<file path="config.mk">
export PLATFORM = sky130hd
export DESIGN_NAME = alu8_seq_flat
export DESIGN_NICKNAME = d
export VERILOG_FILES = /design/src/rtl/alu8_seq_pkg.sv /design/src/rtl/alu8_seq_if.sv /design/src/rtl/alu8_seq.sv /design/src/flat_wrapper.sv
export SDC_FILE = /design/constraint.sdc
export NUM_CORES = 1
export LEC_CHECK = 0
export CAP_MARGIN = 20
export CORE_UTILIZATION = 51
export DETAILED_ROUTE_END_ITERATION = 10
export PLACE_DENSITY = 0.8
export SYNTH_ARGS = -nofsm -noshare
export SYNTH_HDL_FRONTEND = slang
export SYNTH_SLANG_ARGS = --single-unit
</file>
<file path="constraint.sdc">
create_clock -name clk -period 2.8 [get_ports clk]
set_clock_uncertainty 0.2 [all_clocks]
set_input_delay 0.56 -clock clk [delete_from_list [all_inputs] [get_ports clk]]
set_output_delay 0.56 -clock clk [all_outputs]
set_load 0.1 [all_outputs]
</file>
<file path="src/rtl/alu8_seq_pkg.sv">
// Shared definitions for the multi-byte ALU sequencer: ALU op codes and FSM states.
package alu8_seq_pkg;

  localparam logic [2:0] OP_SUB  = 3'b010;
  localparam logic [2:0] OP_ADD  = 3'b011;
  localparam logic [2:0] OP_XOR  = 3'b100;
  localparam logic [2:0] OP_OR   = 3'b101;
  localparam logic [2:0] OP_AND  = 3'b110;
  localparam logic [2:0] OP_THRU = 3'b111;

  typedef enum logic [1:0] {
    S_IDLE = 2'd0,
    S_RUN  = 2'd1,
    S_DONE = 2'd2
  } state_t;

endpackage

</file>
<file path="src/rtl/alu8_seq_if.sv">
// Bundle of request, ALU-side and result/flag signals of the alu8_seq sequencer.
interface alu8_seq_if #(
  parameter int unsigned MAX_BYTES = 4
);
  localparam int unsigned IDX_W = $clog2(MAX_BYTES);
  localparam int unsigned LEN_W = $clog2(MAX_BYTES + 1);

  logic             start;
  logic [2:0]       op;
  logic [LEN_W-1:0] len;
  logic             use_carry;
  logic             a_msb;
  logic             b_msb;
  logic [2:0]       alu_sel;
  logic             alu_cin;
  logic [7:0]       alu_out;
  logic             alu_cout;
  logic [IDX_W-1:0] byte_idx;
  logic             busy;
  logic             done;
  logic [IDX_W-1:0] rd_idx;
  logic [7:0]       rd_data;
  logic             c_flag;
  logic             z_flag;
  logic             v_flag;

  modport slave (
    input  start, op, len, use_carry, a_msb, b_msb, alu_out, alu_cout, rd_idx,
    output alu_sel, alu_cin, byte_idx, busy, done, rd_data, c_flag, z_flag, v_flag
  );

  modport master (
    output start, op, len, use_carry, a_msb, b_msb, alu_out, alu_cout, rd_idx,
    input  alu_sel, alu_cin, byte_idx, busy, done, rd_data, c_flag, z_flag, v_flag
  );

endinterface

</file>
<file path="src/rtl/alu8_seq.sv">
// Multi-byte ALU sequencer with carry chaining, C/Z flags and result buffer.
// Optional signed-overflow flag enabled by defining ALU8_SEQ_OVF_EN.
module alu8_seq
  import alu8_seq_pkg::*;
#(
  parameter int unsigned MAX_BYTES = 4
) (
  input logic      clk,
  input logic      rst,
  alu8_seq_if.slave bus
);
  localparam int unsigned IDX_W = $clog2(MAX_BYTES);
  localparam int unsigned LEN_W = $clog2(MAX_BYTES + 1);

  state_t           r_state;
  state_t           w_next;
  logic [2:0]       r_op;
  logic             r_uc;
  logic [IDX_W-1:0] r_idx;
  logic [IDX_W-1:0] r_last;
  logic             r_cy;
  logic             r_zacc;
  logic             r_c;
  logic             r_z;
  logic [7:0]       r_buf [MAX_BYTES];

  logic             w_accept;
  logic             w_last_byte;
  logic             w_byte_zero;
  logic [LEN_W-1:0] w_len_eff;
  logic [IDX_W-1:0] w_last;

  always_comb begin
    if (bus.len == '0)
      w_len_eff = LEN_W'(1);
    else if (bus.len > LEN_W'(MAX_BYTES))
      w_len_eff = LEN_W'(MAX_BYTES);
    else
      w_len_eff = bus.len;
  end

  assign w_last      = IDX_W'(w_len_eff - LEN_W'(1));
  assign w_accept    = (r_state == S_IDLE) && bus.start && (bus.op[2:1] != 2'b00);
  assign w_last_byte = (r_state == S_RUN) && (r_idx == r_last);
  assign w_byte_zero = (bus.alu_out == 8'h00);

  always_ff @(posedge clk) begin
    if (rst)
      r_state <= S_IDLE;
    else
      r_state <= w_next;
  end

  always_comb begin
    w_next      = r_state;
    bus.alu_sel = OP_THRU;
    bus.alu_cin = 1'b0;
    bus.busy    = 1'b0;
    bus.done    = 1'b0;
    case (r_state)
      S_IDLE: if (w_accept) w_next = S_RUN;
      S_RUN: begin
        bus.busy    = 1'b1;
        bus.alu_sel = r_op;
        // Byte 0 seeds the chain: stored carry for ADC/SBC, forced 1 for plain SUB.
        if (r_idx == '0)
          bus.alu_cin = r_uc ? r_c : (r_op == OP_SUB);
        else
          bus.alu_cin = r_cy;
        if (r_idx == r_last) w_next = S_DONE;
      end
      S_DONE: begin
        bus.done = 1'b1;
        w_next   = S_IDLE;
      end
      default: w_next = S_IDLE;
    endcase
  end

  always_ff @(posedge clk) begin
    if (rst) begin
      r_op   <= OP_THRU;
      r_uc   <= 1'b0;
      r_idx  <= '0;
      r_last <= '0;
      r_cy   <= 1'b0;
      r_zacc <= 1'b0;
      r_c    <= 1'b0;
      r_z    <= 1'b0;
      for (int unsigned i = 0; i < MAX_BYTES; i++) r_buf[i] <= '0;
    end else begin
      if (w_accept) begin
        r_op   <= bus.op;
        r_uc   <= bus.use_carry;
        r_last <= w_last;
        r_idx  <= '0;
        r_zacc <= 1'b1;
        for (int unsigned i = 0; i < MAX_BYTES; i++)
          if (LEN_W'(i) >= w_len_eff) r_buf[i] <= '0;
      end
      if (r_state == S_RUN) begin
        r_buf[r_idx] <= bus.alu_out;
        r_cy         <= bus.alu_cout;
        r_zacc       <= r_zacc & w_byte_zero;
        if (w_last_byte) begin
          r_c   <= bus.alu_cout;
          r_z   <= r_zacc & w_byte_zero;
          r_idx <= '0;
        end else begin
          r_idx <= r_idx + IDX_W'(1);
        end
      end
    end
  end

`ifdef ALU8_SEQ_OVF_EN
  logic r_v;
  logic w_v;

  always_comb begin
    w_v = 1'b0;
    case (r_op)
      OP_ADD:  w_v = (bus.a_msb == bus.b_msb) && (bus.alu_out[7] != bus.a_msb);
      OP_SUB:  w_v = (bus.a_msb != bus.b_msb) && (bus.alu_out[7] != bus.a_msb);
      default: w_v = 1'b0;
    endcase
  end

  always_ff @(posedge clk) begin
    if (rst)
      r_v <= 1'b0;
    else if (w_last_byte)
      r_v <= w_v;
  end

  assign bus.v_flag = r_v;
`else
  assign bus.v_flag = 1'b0;
`endif

  assign bus.byte_idx = r_idx;
  assign bus.c_flag   = r_c;
  assign bus.z_flag   = r_z;
  assign bus.rd_data  = r_buf[bus.rd_idx];

endmodule

</file>
<file path="src/flat_wrapper.sv">
// flat-port wrapper written by rule: the top's interface ports become plain ports
module alu8_seq_flat import alu8_seq_pkg::*;
#(
  parameter int unsigned MAX_BYTES = 4
)
  (clk, rst, bus_start, bus_op, bus_len, bus_use_carry, bus_a_msb, bus_b_msb, bus_alu_out, bus_alu_cout, bus_rd_idx, bus_alu_sel, bus_alu_cin, bus_byte_idx, bus_busy, bus_done, bus_rd_data, bus_c_flag, bus_z_flag, bus_v_flag);
  alu8_seq_if #(.MAX_BYTES(MAX_BYTES)) bus_i ();
  input logic clk;
  input logic rst;
  input wire logic [$bits(bus_i.start)-1:0] bus_start;
  input wire logic [$bits(bus_i.op)-1:0] bus_op;
  input wire logic [$bits(bus_i.len)-1:0] bus_len;
  input wire logic [$bits(bus_i.use_carry)-1:0] bus_use_carry;
  input wire logic [$bits(bus_i.a_msb)-1:0] bus_a_msb;
  input wire logic [$bits(bus_i.b_msb)-1:0] bus_b_msb;
  input wire logic [$bits(bus_i.alu_out)-1:0] bus_alu_out;
  input wire logic [$bits(bus_i.alu_cout)-1:0] bus_alu_cout;
  input wire logic [$bits(bus_i.rd_idx)-1:0] bus_rd_idx;
  output wire logic [$bits(bus_i.alu_sel)-1:0] bus_alu_sel;
  output wire logic [$bits(bus_i.alu_cin)-1:0] bus_alu_cin;
  output wire logic [$bits(bus_i.byte_idx)-1:0] bus_byte_idx;
  output wire logic [$bits(bus_i.busy)-1:0] bus_busy;
  output wire logic [$bits(bus_i.done)-1:0] bus_done;
  output wire logic [$bits(bus_i.rd_data)-1:0] bus_rd_data;
  output wire logic [$bits(bus_i.c_flag)-1:0] bus_c_flag;
  output wire logic [$bits(bus_i.z_flag)-1:0] bus_z_flag;
  output wire logic [$bits(bus_i.v_flag)-1:0] bus_v_flag;
  assign bus_i.start = bus_start;
  assign bus_i.op = bus_op;
  assign bus_i.len = bus_len;
  assign bus_i.use_carry = bus_use_carry;
  assign bus_i.a_msb = bus_a_msb;
  assign bus_i.b_msb = bus_b_msb;
  assign bus_i.alu_out = bus_alu_out;
  assign bus_i.alu_cout = bus_alu_cout;
  assign bus_i.rd_idx = bus_rd_idx;
  assign bus_alu_sel = bus_i.alu_sel;
  assign bus_alu_cin = bus_i.alu_cin;
  assign bus_byte_idx = bus_i.byte_idx;
  assign bus_busy = bus_i.busy;
  assign bus_done = bus_i.done;
  assign bus_rd_data = bus_i.rd_data;
  assign bus_c_flag = bus_i.c_flag;
  assign bus_z_flag = bus_i.z_flag;
  assign bus_v_flag = bus_i.v_flag;
  alu8_seq #(.MAX_BYTES(MAX_BYTES)) u_core (.clk(clk), .rst(rst), .bus(bus_i));
endmodule
</file>
==> impl_metrics.ini, run 1 <==
[timing]
slew_viol_final = 0
setup_viol = 0
whs_ps = 262
fmax_mhz = 367
fin_crit_sh_pct = 97.4
layout_min_cycle_time_ps = 2730
fin_setup_tns_ps = 0
rsz0062_at_grt = false
hold_viol = 0

[synthesis]
avgSynthCellArea_um2 = 12.4
ys_warn_count = 0
synth.distinct_cells = 39
synth_ff_type = edfxtp_1
syn_nets = 206
syn_inst = 177
syn-cell-area_um2 = 2200
synth_edf_count = 32
ys_seq_area_share_pct = 56.4
ys_seq_elements = 46
async_flop_share_pct = 0

[critical_path]
cp.required_ps = 2040
rrSetupSlack_ps = 700
cp_slowest_stage_delay_ps = 540
reg2reg_depth = 4
crit_path_frequent_cell = buf_12
r2r_end = u_core.r_buf[3][5]
cp-start-kind = input port
r2r_start = u_core.r_state[1]
crit_arrival_ps = 1970
critPathKind = in -> out
end_kind = output pin
critical_path.max_fanout = 8
slowest_stage = mux4_2
crit_chain = clkdlybuf4s50_1 -> buf_12 -> mux4_2 -> buf_12

[clock_network]
cts_buffers = 5
cts-resized-gates = 0
clockBufferDepth = 2
cts_tree = yes
post-cts-setup-buffers = 0
htreeDepth = 2
insertion_delay_ps = 290
cts.sinks = 46
clk_pin_slew_ps = 80
clockRootBuffer = clkbuf_8
hold_buffers = 0

[cells_and_area]
drive_gt1_share_pct = 21.8
diodes = 0
layout.cells.most_common_list = 32 x and2_1, 32 x edfxtp_1, 20 x clkdlybuf4s50_1
fillers = 304
area_delta_synth_final_pct = 28.5
fin_cells = 270
finalNetCount = 248
fin_area_um2 = 2830
fin_util_pct = 69.7

[global_routing]
grt_pass1_vias = 1574
antenna_found_initial = 0
track_usage_pct = 22.6
grt_pass1_wl_mm = 7.10
grt-ovfl-total = 0
grt_max_degree = 19

[power]
pwr-share-seq_pct = 51.4
internal_power_mw = 1.08
power_density_nw_per_um2 = 544
p_sw_mw = 0.462
combPwrFrac_pct = 23.7
clkPwrFrac_pct = 25.0
ir_worst_vdd_mv = 0.288
p_leak_nw = 1.11
switching_share_pct = 30.0

[place]
io_buffer_count = 38
hpwl_mm = 3.33
dpl_cell_area_um2 = 2740
routabilityCongestion = 0.857
dp_cells = 262

[die]
core_um2 = 4060
ios = 42
die_w_um = 67.7
initial_core_util_pct = 54.2
die_y_um = 67.7
dieArea_um2 = 4580
rows = 23

[route]
vias = 1499
viasPerCell = 5.55
drt_wl_total_mm = 4.53
ant_nets = 0
drt_iter0_drc = 90
dr.pass1.iters = 4
post_drt_wl_per_cell_um = 16.8
drcViolationCount = 0

[run_status]
status = finished clean

[min_path]
hold_end = u_core.r_cy
hold_depth = 2
hp-class = reg -> reg
min_from = u_core.r_cy

[job]
maxCapViolCount = 0
==> synth_stat cells, types with 2 or more instances <==
| library cell | number | area [um^2] |
|---|---|---|
| nand2_1 | 6 | 22.5 |
| a21oi_1 | 8 | 40.0 |
| o21ai_0 | 3 | 15.0 |
| nor4_1 | 2 | 12.5 |
| a211o_1 | 5 | 43.8 |
| and3_1 | 4 | 25.0 |
| nor2_1 | 6 | 22.5 |
| dfxtp_1 | 14 | 280 |
| nand2b_1 | 6 | 37.5 |
| mux2i_1 | 2 | 20.0 |
| nand3_1 | 2 | 10.0 |
| nor3_1 | 2 | 10.0 |
| nor4b_1 | 2 | 17.5 |
| xor2_1 | 2 | 17.5 |
| edfxtp_1 | 32 | 961 |
| mux4_2 | 8 | 180 |
| a211oi_1 | 3 | 22.5 |
| or2_2 | 2 | 12.5 |
| ha_1 | 6 | 75.1 |
| a21boi_0 | 2 | 15.0 |
| clkbuf_1 | 5 | 18.8 |
| and2_1 | 32 | 200 |
| inv_1 | 7 | 26.3 |
==> worst max-delay path by stage <==
stage | slack, ps | from | cells past startpoint | endpoint
6_report | 70 | bus_rd_idx[0] | 4 | bus_rd_data[0]
4_1_cts | 60 | bus_rd_idx[0] | 4 | bus_rd_data[0]
3_3_place_gp | 90 | bus_rd_idx[0] | 4 | bus_rd_data[3]
5_1_grt | 50 | bus_rd_idx[0] | 4 | bus_rd_data[3]
3_5_place_dp | 70 | bus_rd_idx[0] | 4 | bus_rd_data[0]
2_1_floorplan | 50 | u_core.bus.byte_idx[0] | 3 | bus_alu_cin
==> per-stage QoR <==
stage	power (mW)	setup slack, ps
after floorplan	1.03	48.2
after global placement	1.16	93.0
after detailed placement	1.17	68.0
after CTS	1.55	63.0
after global routing	1.59	47.4
final	1.54	72.8
==> cell type report <==
cell class / instances / area (um^2) / share of cell area (%)
Inverter: 8 / 30.0 / 1.06
Clock inverter: 3 / 16.3 / 0.575
Sequential cell: 46 / 1240 / 44.0
Multi-Input combinational cell: 115 / 907 / 32.1
Timing Repair Buffer: 43 / 498 / 17.6
Clock buffer: 5 / 68.8 / 2.43
Tap cell: 50 / 62.6 / 2.21
==> power groups by stage <==
stage | clock network (mW) | logic, mW | registers (mW)
finish | 0.384 | 0.364 | 0.790
global route | 0.412 | 0.381 | 0.795
CTS | 0.393 | 0.366 | 0.790
detailed placement | 0 | 0.365 | 0.805
global placement | 0 | 0.358 | 0.801
floorplan | 0 | 0.226 | 0.809
==> per-layer routing <==
metal | global-route usage (%) | share of wire, % | vias up
met2 | 40.5 | 53 | 46
met1 | 23.7 | 39 | 720
li1 | - | - | 721
met3 | 4.05 | 5.3 | 12
met5 | 0 | 0 | -
met4 | 15.4 | 2.3 | 0
==> sequential cells by signal (all words and copies together), names as in the netlist <==
name,count
u_core.r_buf,32
u_core.r_op,3
u_core.bus.byte_idx,2
u_core.r_last,2
u_core.r_state,2
u_core.bus.c_flag,1
u_core.bus.z_flag,1
u_core.r_cy,1
u_core.r_uc,1
u_core.r_zacc,1
==> critical path: cells and delay by family <==
family,cells,cell delay [ps]
buf+inv,3,850
mux,1,540
==> cells by family after synthesis <==
logic type / count (synthesis) / share of synthesized area, %
simple gates: 70 / 19.1
flops: 46 / 56.4
compound gates: 26 / 8.07
buf+inv: 16 / 2.96
mux: 10 / 9.10
fa+ha+maj: 6 / 3.41
xor+xnor: 2 / 0.796
other cells: 1 / 0.170
(Power assumes the default switching activity.)
==> run 2: changes to the inputs <==
--- a/config.mk
+++ b/config.mk
@@ -6,7 +6,9 @@
 export NUM_CORES = 1
 export LEC_CHECK = 0
 export CAP_MARGIN = 20
+export CORE_ASPECT_RATIO = 1.4
 export CORE_UTILIZATION = 51
+export CTS_CLUSTER_DIAMETER = 80
 export DETAILED_ROUTE_END_ITERATION = 10
 export PLACE_DENSITY = 0.8
 export SYNTH_ARGS = -nofsm -noshare
==> run 2 against run 1 <==
  * The flow now finishes with violations (design-rule violations)
  * Non-clock buffer count is 1 lower
  * Critical path depth stayed put
  * Die area barely moved
  * Final area grew 0.40%
  * Utilization rose by 0.93 points
  * Via count rose by 1.8%
  * Hold slack better by 4.0 ps
  * Clock power grew 31%
  * Final cell count down 3.0%
  * First-iteration DRC count down 8.9%
  * Register-to-register slack got worse by 30 ps
  * Maximum frequency rose by 0.67%
  * Largest cell class unchanged
  * Largest power group unchanged
  * Highest routed layer unchanged
==> impl_metrics.ini, run 2 (synthesis gave the netlist of run 1 again) <==
[min_path]
hold_depth = 2
hp-class = reg -> reg
min_from = u_core.bus.z_flag

[timing]
layout_min_cycle_time_ps = 2710
setup_viol = 0
fin_crit_sh_pct = 96.8
fin_setup_tns_ps = 0
hold_viol = 0
fmax_mhz = 369
slew_viol_final = 0
rsz0062_at_grt = false

[global_routing]
grt_busiest_layer = met2
antenna_found_initial = 0
grt_pass1_vias = 1595
grt_max_degree = 19
grt-ovfl-total = 0
grt_pass1_wl_mm = 7.64
grtUsageMet3_pct = 5.67
grt_util_met1_pct = 24.8
grt_util_met2_pct = 41.7
track_usage_pct = 23.0

[power]
ir_worst_vdd_mv = 0.471
p_leak_nw = 1.13
power_density_nw_per_um2 = 585

[critical_path]
end_kind = output pin
reg2reg_depth = 4
cp-startpoint = bus_rd_idx[0]
critical_path.max_fanout = 8
critPathKind = in -> out
crit_arrival_ps = 1950
cp-start-kind = input port
cp.required_ps = 2040
r2r_start = u_core.r_state[1]

[clock_network]
clk_pin_slew_ps = 90
hold_buffers = 0
cts.sinks = 46
cts_tree = yes
clockBufferDepth = 2
htreeDepth = 2
cts-resized-gates = 0
post-cts-setup-buffers = 0
insertion_delay_ps = 310
cts_buffers = 5
clockRootBuffer = clkbuf_8

[cells_and_area]
layout.cells.most_common_list = 32 x and2_1, 32 x edfxtp_1, 20 x clkdlybuf4s50_1
top_regs = u_core.r_buf x32, u_core.r_op x3
drive_gt1_share_pct = 21.9
top_register = u_core.r_buf
area_delta_synth_final_pct = 29.0
diodes = 0
finalNetCount = 247
fin_util_pct = 70.6
fin_cells = 262
largest_reg_flops = 32

[job]
maxCapViolCount = 0

[die]
core_um2 = 4020
rows = 27
die_w_um = 57.5
initial_core_util_pct = 54.7
ios = 42
dieArea_um2 = 4590
die_y_um = 79.7

[place]
io_buffer_count = 38
routabilityCongestion = 0.813
dp_cells = 254
hpwl_mm = 3.35

[run_status]
status = complete, but fails checks
violations = design-rule violations

[route]
dr.pass1.iters = 7
drcViolationCount = 3
vias = 1526
post_drt_wl_per_cell_um = 17.9
drt_iter0_drc = 82
drt_wl_total_mm = 4.68
ant_nets = 0
viasPerCell = 5.82
run 2: changes by cell type in the layout (fill, tap and decap cells not counted):
cell	before	now
buf_4	13	12
bufinv_16	0	1
clkinv_1	1	0
clkinvlp_4	1	0
inv_6	0	1
run 2: report_power, final:
part | leakage [nW] | switching [mW] | internal, mW
clock | 0.0585 | 0.237 | 0.268
combinational | 0.615 | 0.230 | 0.135
sequential | 0.452 | 0.0208 | 0.769
total | 1.13 | 0.488 | 1.17
run 2: metal layers:
layer  vias to the layer above  part of all wire [%]
li1                        721                     -
met2                        42                    56
met5                         -                     0
met1                       753                    38
met3                        10                   4.3
met4                         0                   1.9
run 2: through the flow:
step / power (mW) / worst slack (ps) / area, um^2 / hold slack, ps
after CTS: 1.67 / 70.8 / 2840 / 269
after global routing: 1.71 / 55.1 / 2840 / 299
after detailed placement: 1.17 / 84.9 / 2730 / 257
final: 1.66 / 91.0 / 2840 / 266
after floorplan: 1.03 / 48.2 / 2220 / 237
after global placement: 1.16 / 94.3 / 2730 / 247
run 2: critical path: stages:
cell             delay [ps]
clkdlybuf4s50_1         510
buf_12                  150
mux4_2                  540
buf_12                  190
run 2: layout make-up:
cell class | instances | area (um^2)
clock buffer | 5 | 68.8
clock inverter | 3 | 43.8
fill | 286 | 1180
inverter | 8 | 30.0
multi-input combinational | 115 | 907
sequential | 46 | 1240
tap | 43 | 53.8
timing repair buffer | 42 | 490
run 2: final timing paths:
path                                           end  slack (ps)
worst max-delay path                bus_rd_data[2]          90
worst min-delay path             u_core.bus.z_flag         270
worst max register to register  u_core.r_buf[0][6]         670
worst min register to register   u_core.bus.z_flag         270
==> run 3: changes to the inputs <==
--- a/config.mk
+++ b/config.mk
@@ -11,6 +11,7 @@
 export CTS_CLUSTER_DIAMETER = 80
 export DETAILED_ROUTE_END_ITERATION = 10
 export PLACE_DENSITY = 0.8
+export REMOVE_ABC_BUFFERS = 1
 export SYNTH_ARGS = -nofsm -noshare
 export SYNTH_HDL_FRONTEND = slang
 export SYNTH_SLANG_ARGS = --single-unit
==> run 3 against run 2 <==
  * The flow still finishes with violations (design-rule violations)
  * Maximum frequency is 0.46% lower
  * Register-to-register slack better by 20 ps
  * Power is 4.5% higher
  * First-iteration DRC count is 35% lower
  * Global-route usage is 0.42 points lower
  * Critical path type unchanged
  * Non-clock buffer count stayed put
  * Wire length is 2.4% lower
  * Combinational power is 1% lower
  * Worst setup slack worse by 13 ps
  * Final cell count stayed put
  * Count of clock-buffer cells in the layout stayed put
  * Utilization is 0.093 points higher
==> impl_metrics.ini, run 3 (synthesis gave the netlist of run 1 again) <==
[power]
power_density_nw_per_um2 = 610
ir_worst_vdd_mv = 0.361
total_power_mw = 1.73
p_leak_nw = 1.13

[cells_and_area]
largest_reg_flops = 32
diodes = 0
area_delta_synth_final_pct = 29.2
finalNetCount = 247
fin_cells = 262
top_register = u_core.r_buf
fin_area_um2 = 2840
fin_util_pct = 70.7
fillers = 290
drive_gt1_share_pct = 19.6
layout.cells.most_common_list = 32 x and2_1, 32 x edfxtp_1, 20 x clkdlybuf4s50_1
top_regs = u_core.r_buf x32, u_core.r_op x3

[place]
dpl_cell_area_um2 = 2710
io_buffer_count = 38
routabilityCongestion = 0.799
dp_cells = 254
hpwl_mm = 3.44

[route]
viasPerCell = 5.69
drt_wl_total_mm = 4.57
vias = 1491
dr.pass1.iters = 7
drcViolationCount = 5
ant_nets = 0
drt_iter0_drc = 53
post_drt_wl_per_cell_um = 17.5

[critical_path]
cp_slowest_stage_delay_ps = 540
reg2reg_depth = 4
r2r_end = u_core.r_buf[0][7]
r2r_start = u_core.bus.byte_idx[0]
rrSetupSlack_ps = 690
crit_buf_inv = 3
crit_family = buffers and inverters
cp.required_ps = 2040
critical_path.max_fanout = 8
slowest_stage = mux4_2
cp-start-kind = input port
crit_path_frequent_cell = buf_12
crit_chain = clkdlybuf4s50_1 -> buf_12 -> mux4_2 -> buf_12
crit_arrival_ps = 1960
end_kind = output pin
critPathKind = in -> out

[timing]
slew_viol_final = 0
setup_viol = 0
fmax_mhz = 367
fin_crit_sh_pct = 97.2
layout_min_cycle_time_ps = 2720
hold_viol = 0
rsz0062_at_grt = false

[die]
core_um2 = 4020
dieArea_um2 = 4590
die_w_um = 57.5
initial_core_util_pct = 54.7
rows = 27
die_y_um = 79.7
ios = 42

[global_routing]
antenna_found_initial = 0
grt_max_degree = 18
grt_pass1_wl_mm = 7.56
grt-ovfl-total = 0
grt_pass1_vias = 1555
track_usage_pct = 22.6

[clock_network]
cts-resized-gates = 0
post-cts-setup-buffers = 0
cts.sinks = 46
clockBufferDepth = 2
htreeDepth = 2
hold_buffers = 0
insertion_delay_ps = 300
cts_buffers = 5
clockRootBuffer = clkbuf_8
clk_pin_slew_ps = 80
cts_tree = yes

[min_path]
min_from = u_core.r_cy
hp-class = reg -> reg
hold_depth = 2
hold_end = u_core.r_cy

[job]
maxCapViolCount = 0

[run_status]
violations = design-rule violations
status = complete, but fails checks
-- run 3: changes by cell type in the layout (fill, tap and decap cells not counted) --
cell,delta
clkinv_2,-1
dfxtp_2,-3
a211oi_1,+1
inv_6,-1
dfxtp_1,+3
a211oi_4,-1
bufinv_16,+1
clkinv_1,+1
-- run 3: area by class of cell --
type | count | area, um^2 | area share [%]
sequential | 46 | 1240 | 43.7
multi-input combinational | 115 | 895 | 31.5
timing repair buffer | 42 | 490 | 17.3
clock buffer | 5 | 68.8 | 2.42
clock inverter | 3 | 63.8 | 2.24
tap | 43 | 53.8 | 1.89
inverter | 8 | 30.0 | 1.06
-- run 3: worst max path at each step --
| stage | start | end | depth (start not counted) |
|---|---|---|---|
| after detailed placement | bus_rd_idx[0] | bus_rd_data[4] | 4 |
| final | bus_rd_idx[0] | bus_rd_data[4] | 4 |
| after floorplan | u_core.bus.byte_idx[0] | bus_alu_cin | 3 |
| after global placement | bus_rd_idx[0] | bus_rd_data[4] | 4 |
| after global routing | bus_rd_idx[0] | bus_rd_data[4] | 4 |
| after CTS | bus_rd_idx[0] | bus_rd_data[4] | 4 |
-- run 3: power breakdown --
part / switching, mW / leakage [nW] / total [mW] / internal [mW]
Combinational: 0.227 / 0.614 / 0.361 / 0.134
Sequential: 0.0214 / 0.451 / 0.790 / 0.769
Clock: 0.230 / 0.0658 / 0.583 / 0.353
Total: 0.478 / 1.13 / 1.73 / 1.26
-- run 3: worst reg2reg max path, stage by stage, from the launching register on --
cell	delay, ps
dfxtp_1	500
inv_1	120
ha_1	250
and3_1	280
a211o_1	480
-- run 3: per-layer routing --
metal / part of all wire, % / routed length (um) / up-vias / GRT usage [%]
met2: 56 / 2580 / 39 / 42.3
met1: 38 / 1750 / 725 / 24.2
met3: 3.9 / 177 / 6 / 4.54
met5: 0 / 0 / - / 0
met4: 1.4 / 62 / 0 / 9.02
li1: - / - / 721 / -
-- run 3: stage by stage --
stage               setup slack (ps)  TNS [ps]  hold slack [ps]
floorplan                      -1600     -1600              231
global placement                 100         0              248
detailed placement              76.4         0              252
CTS                             70.3         0              264
global route                    43.6         0              289
finish                          78.4         0              262
